$ cat src/rtl/nor_from_nand.sv
// Bitwise 2-input NOR built only from 2-input NAND cells, with a registered copy,
// a saturating output-transition counter and an optional self-check (NOR_SELFCHECK_EN).
module nor_from_nand #(
    parameter int WIDTH = 1,
    parameter int CNT_W = 8
) (
    input  logic             clk,
    input  logic             rst,
    input  logic [WIDTH-1:0] in1,
    input  logic [WIDTH-1:0] in2,
    output logic [WIDTH-1:0] out,
    output logic [WIDTH-1:0] out_q,
    output logic [CNT_W-1:0] tog_cnt,
    output logic             err
);

    localparam logic [CNT_W-1:0] CNT_MAX = '1;

    logic [WIDTH-1:0] na;
    logic [WIDTH-1:0] nb;
    logic [WIDTH-1:0] or_n;

    // Four NAND cells per lane: invert each operand, NAND them into an OR, invert that.
    for (genvar i = 0; i < WIDTH; i++) begin : g_lane
        nand u_na  (na[i],   in1[i],  in1[i]);
        nand u_nb  (nb[i],   in2[i],  in2[i]);
        nand u_or  (or_n[i], na[i],   nb[i]);
        nand u_out (out[i],  or_n[i], or_n[i]);
    end

    // NOTE: state registers use non-blocking assignments so every flop samples
    // pre-edge values; the reset branch is asynchronous and wins over the clock.
    always_ff @(posedge clk or posedge rst) begin
        if (rst) begin
            out_q   <= '0;
            tog_cnt <= '0;
        end else begin
            out_q <= out;
            // Any number of lanes changing on one edge is a single transition.
            if (out != out_q && tog_cnt != CNT_MAX) begin
                tog_cnt <= tog_cnt + CNT_W'(1);
            end
        end
    end

`ifdef NOR_SELFCHECK_EN
    logic [WIDTH-1:0] ref_nor;
    logic [WIDTH-1:0] mismatch;
    logic             err_q;

    always_comb begin
        ref_nor  = ~(in1 | in2);
        mismatch = ref_nor ^ out;
    end

    function automatic int first_lane(input logic [WIDTH-1:0] m);
        int idx;
        idx = -1;
        for (int i = WIDTH - 1; i >= 0; i--) begin
            if (m[i]) idx = i;
        end
        return idx;
    endfunction

    // Sticky until reset; only the first mismatch is reported.
    always_ff @(posedge clk or posedge rst) begin
        if (rst) begin
            err_q <= 1'b0;
        end else if (mismatch != '0) begin
            err_q <= 1'b1;
            if (!err_q) begin
                $error("nor_from_nand: self-check mismatch on lane %0d", first_lane(mismatch));
            end
        end
    end

    assign err = err_q;
`else
    assign err = 1'b0;
`endif

endmodule

$ cat config.mk
export PLATFORM = sky130hd
export DESIGN_NAME = nor_from_nand
export DESIGN_NICKNAME = d
export VERILOG_FILES = /design/src/rtl/nor_from_nand.sv
export SDC_FILE = /design/constraint.sdc
export NUM_CORES = 1
export LEC_CHECK = 0
export BUFFER_PORTS_ARGS = -buffer_cell sky130_fd_sc_hd__buf_2
export CORE_AREA = 10 10 47 49
export CTS_CLUSTER_DIAMETER = 200
export DETAILED_ROUTE_END_ITERATION = 6
export DIE_AREA = 0 0 57 59
export SYNTH_ARGS = -nofsm -noshare
export SYNTH_HDL_FRONTEND = slang
export SYNTH_SLANG_ARGS = --single-unit
$ cat constraint.sdc
create_clock -name clk -period 4 [get_ports clk]
set_input_delay 0.6 -clock clk [delete_from_list [all_inputs] [get_ports clk]]
set_output_delay 0.6 -clock clk [all_outputs]
set_load 0.01 [all_outputs]
# Yosys cells after proc, flatten, opt, wreduce, memory -nomap -nowiden
# Index checks and enable logic that the tools add are counted.
dict set report op_classes {
  n_eq_ne 2
  addsub 1
  bitwise_logic 3
  n_reduce_logical 1
}
# cell n
set ops {}
lappend ops {{adder 8 x 1 -> 8 bit, second input constant} 1}
lappend ops {{!= test 8 bit, second input constant} 1}
lappend ops {{inverter 1 bit} 2}
lappend ops {{bitwise AND 1 bit} 1}
lappend ops {{logical AND 1 bit} 1}
lappend ops {{!= test 1 bit} 1}
dict set report word_totals {
  out_inout_bits 11
  in_bits 4
  wordCells 9
  register_bits 9
}

# Depth between registers and ports, before layout
dict set report logic_depth {
  depth_word 4
  depth_mapped 5
  ltp_nobuf 5
}

# Worst setup path before layout
# OpenSTA, ideal clock, no wires.
dict set report synth_timing {
  path_kind {input-to-reg}
  start {in in2}
  end {reg tog_cnt[4]}
  n_path_buf 0
  required_ns 3.873
  arrival_time_ns 1.565
  cell_stages 4
  slack_ns 2.307
  setup_time_ns 0.127
  path_cell_list {or3_4 > nand2_2 > and4_1 > mux2_1}
}
dict set report synth_between {
  elab_chain_cells 4
}
# item line_no
set synth_lines {}
lappend synth_lines {{start: declaration} 10} ;# input logic [WIDTH-1:0] in2,
lappend synth_lines {{inverter 1 bit} 26} ;# nand u_nb (nb[i], in2[i], in2[i]);
lappend synth_lines {{bitwise AND 1 bit} 27} ;# nand u_or (or_n[i], na[i], nb[i]);
lappend synth_lines {{!= test 1 bit} 40} ;# if (out != out_q && tog_cnt != CNT_MAX) begin
lappend synth_lines {{logical AND 1 bit} 40}
lappend synth_lines {{end signal: assignment} 41} ;# tog_cnt <= tog_cnt + CNT_W'(1);
lappend synth_lines {{end: declaration} 13} ;# output logic [CNT_W-1:0] tog_cnt,
# No other way between the ends.
# A chain may end at the register's enable or synchronous reset.

# Worst setup path in the final report
dict set report layout_timing {
  start {reg tog_cnt[0]}
  end {reg tog_cnt[1]}
}
dict set report layout_between {
  elab_chain_cells 2
  word_cells_on_any_way 3
  classes_between {1 x add/sub; 1 x eq/ne; 1 x reduce/logical}
}
# item
set layout_lines {}
lappend layout_lines {{branches (longest 2 deep; another with adder 8 x 1 -> 8 bit)}}
# Parallel ways; which one is timed is not known.

==> results.txt <==
# diodes -> 0
Share of cells above drive strength 1 -> 0.3621
Setup Buffers After CTS -> 0
Io pins -> 15
Register area share after synthesis -> 0.4986
Avg Synthesized Cell Area -> 10.75 sq um
Fin worst setup slack -> 2.409 ns
Final Util -> 0.3964
TNS Setup -> 0 ns
Largest net degree at the start of global routing -> 10
Wire per inst -> 12.34 um
Startpoint types -> register
DP HPWL -> 732.9 um
Worst Setup End Kind -> register
Worst-case hold slack -> 0.2893 ns
Vias in the first global route -> 382
Clk_lat worst skew -> 0.26 ns
Fin. max-slew vios -> 0
Max-cap violations -> 0
Initial DRC count -> 3
Synth Instances -> 42
Synth top area share -> 0.4986
Non-Filler Instances -> 74
First-pass GRT wire length -> 1600 um
Pwr dens -> 615.7 mW/mm^2
CTS Sinks -> 9
H-tree levels -> 1
Post-synth EDFFs -> 0
Worst-path clk slew -> 0.06 ns
Vias post-DR -> 369
DIE HEIGHT -> 59 um
Port Buffer Count -> 13
Final Hold Vio Count -> 0
Worst IR Drop VDD -> 403.2 uV
Most common cell in the netlist -> dfrtp_1
TritonRoute pass-1 iters -> 3
Worst-case clock skew -> 0.003918 ns
Post-Synthesis Cell Area -> 451.7 sq um
Layout area overhead -> 22.99%
Synth warn -> 0
Ys async rst share -> 1.000
Pleak -> 0.2675 nW
Outcome -> completed
FF+latch count, synth -> 9
Die ar. -> 0.003363 sq mm
CP Data Required Time -> 4.15 ns
Routability cong. -> 0.6823
Clock buffer depth -> 2
Primary FF master, synth -> dfrtp_1
Drt drc -> 0
Worst path cell trace -> ha_1 -> nand4_1 -> a2bb2oi_2 -> mux2_2
Drt via density -> 4.986
Total of cells resized after clock tree synthesis -> 0
Final setup viols -> 0
Mapped Nets -> 47
Area of the multi-input gates -> 211.5 sq um
Unique masters post-synth -> 21
Slowest-stage cell, CP -> dfrtp_1
Sequential Area -> 225.2 sq um
Post-placement cell count -> 70
CTS tree -> yes
Worst hold-check path type -> input port to async pin
Initial antenna violation count -> 0
CTS root buffer -> clkbuf_4
Core area -> 0.001401 sq mm
Rows -> 14
Crit-path max cell delay -> 0.44 ns
Cells on worst reg2reg path -> 4
All-layer global routing usage -> 0.06013
RSZ-0062 raised after global routing -> false
Number of buffers created by CTS -> 3
Hold_buf cts -> 0
Total Routed Length -> 913 um
Leading cell types by count after synthesis -> dfrtp_1 (9), nand2_1 (5), nand4_1 (3), nor2_1 (3), xnor2_1 (3)
Setup WS pre-CTS -> 2.142 ns
Die Wd -> 57 um
Synth area leaders -> dfrtp_1 (50%), xnor2_1 (5.8%), mux2_2 (5.0%), nand2_1 (4.2%), nand4_1 (4.2%)
Critical path class -> register to register
Remaining antenna violation count -> 0
Fin crit period -> 1.591 ns
Worst path arrival time -> 1.74 ns
Crit-path max FO -> 5
Fmax -> 0.6286 GHz
Nets -> 64
Fillers -> 153
Fin crit share -> 0.3977
Synth area leader -> dfrtp_1
Grt total ovfl -> 0
Initial Util -> 0.3223
## cells by family after synthesis
| family | share of synthesized area |
|---|---|
| buffers and inverters | 0.03325 |
| other | 0.008302 |
| DFF | 0.4986 |
| muxes | 0.07479 |
| AOI/OAI and AO/OA | 0.07755 |
| and+or+nand+nor | 0.2022 |
| xor gates and xnor gates | 0.07758 |
| adders and majority gates | 0.02770 |
## layer usage
metal	routed length, um	track usage	part of all wire	vias up
li1	-	-	-	178
met1	467	0.07169	0.51	173
met2	343	0.07597	0.38	14
met3	78	0.03219	0.085	4
met4	23	0.05034	0.025	0
met5	0	0	0	-
## sequential cells by signal, indices dropped and copies added (netlist names)
register and flops:
out_q 1, tog_cnt 8
## metrics by stage
stage	power, mW	area [sq um]
4_1_cts	0.3479	555.5
3_5_place_dp	0.2753	529.3
2_1_floorplan	0.2269	451.7
6_report	0.3420	555.5
5_1_grt	0.3723	555.5
3_3_place_gp	0.2717	529.3
## critical path, delay by kind of cell (launching register included)
kind / cells / cell delay [ns]
muxes: 1 / 0.36
adders and majority gates: 1 / 0.26
AOI/OAI and AO/OA: 1 / 0.27
and+or+nand+nor: 1 / 0.15
DFF: 1 / 0.44
## power breakdown
group          total [mW]  internal [mW]  leakage [nW]  switching, mW
sequential          0.161          0.121         0.114         0.0399
combinational       0.110         0.0546         0.139         0.0558
clock              0.0708         0.0385        0.0150         0.0323
## final timing paths
kind                             from          to  slack [ns]
max                        tog_cnt[0]  tog_cnt[1]        2.41
min                               rst  tog_cnt[2]        0.29
max reg2reg                tog_cnt[0]  tog_cnt[1]        2.41
min reg2reg                tog_cnt[3]  tog_cnt[3]        0.55
max in group asynchronous         rst  tog_cnt[6]        3.45
min in group clk                  in1       out_q        0.52
## area by class of cell
class / instances / share of cell area
Sequential cell: 9 / 0.4054
Multi-Input combinational cell: 30 / 0.3806
Timing Repair Buffer: 13 / 0.1171
Clock buffer: 4 / 0.04730
Tap cell: 16 / 0.03604
Inverter: 2 / 0.01351
## placed cells by master (no fill, tap or decap), drive strengths merged
cell | netlist | routed
a2bb2oi | 1 | 1
a31oi | 1 | 1
a41oi | 1 | 1
and4 | 1 | 1
buf | 1 | 13
clkbuf | 0 | 4
conb | 1 | 1
dfrtp | 9 | 9
ha | 1 | 1
inv | 2 | 2
mux2 | 3 | 3
nand2 | 6 | 6
nand3 | 2 | 2
nand4 | 3 | 3
nor2 | 3 | 3
nor2b | 1 | 1
o21ai | 1 | 1
or3 | 1 | 1
xnor2 | 3 | 3
xor2 | 1 | 1
No activity file was read; power rests on OpenSTA's default activity.
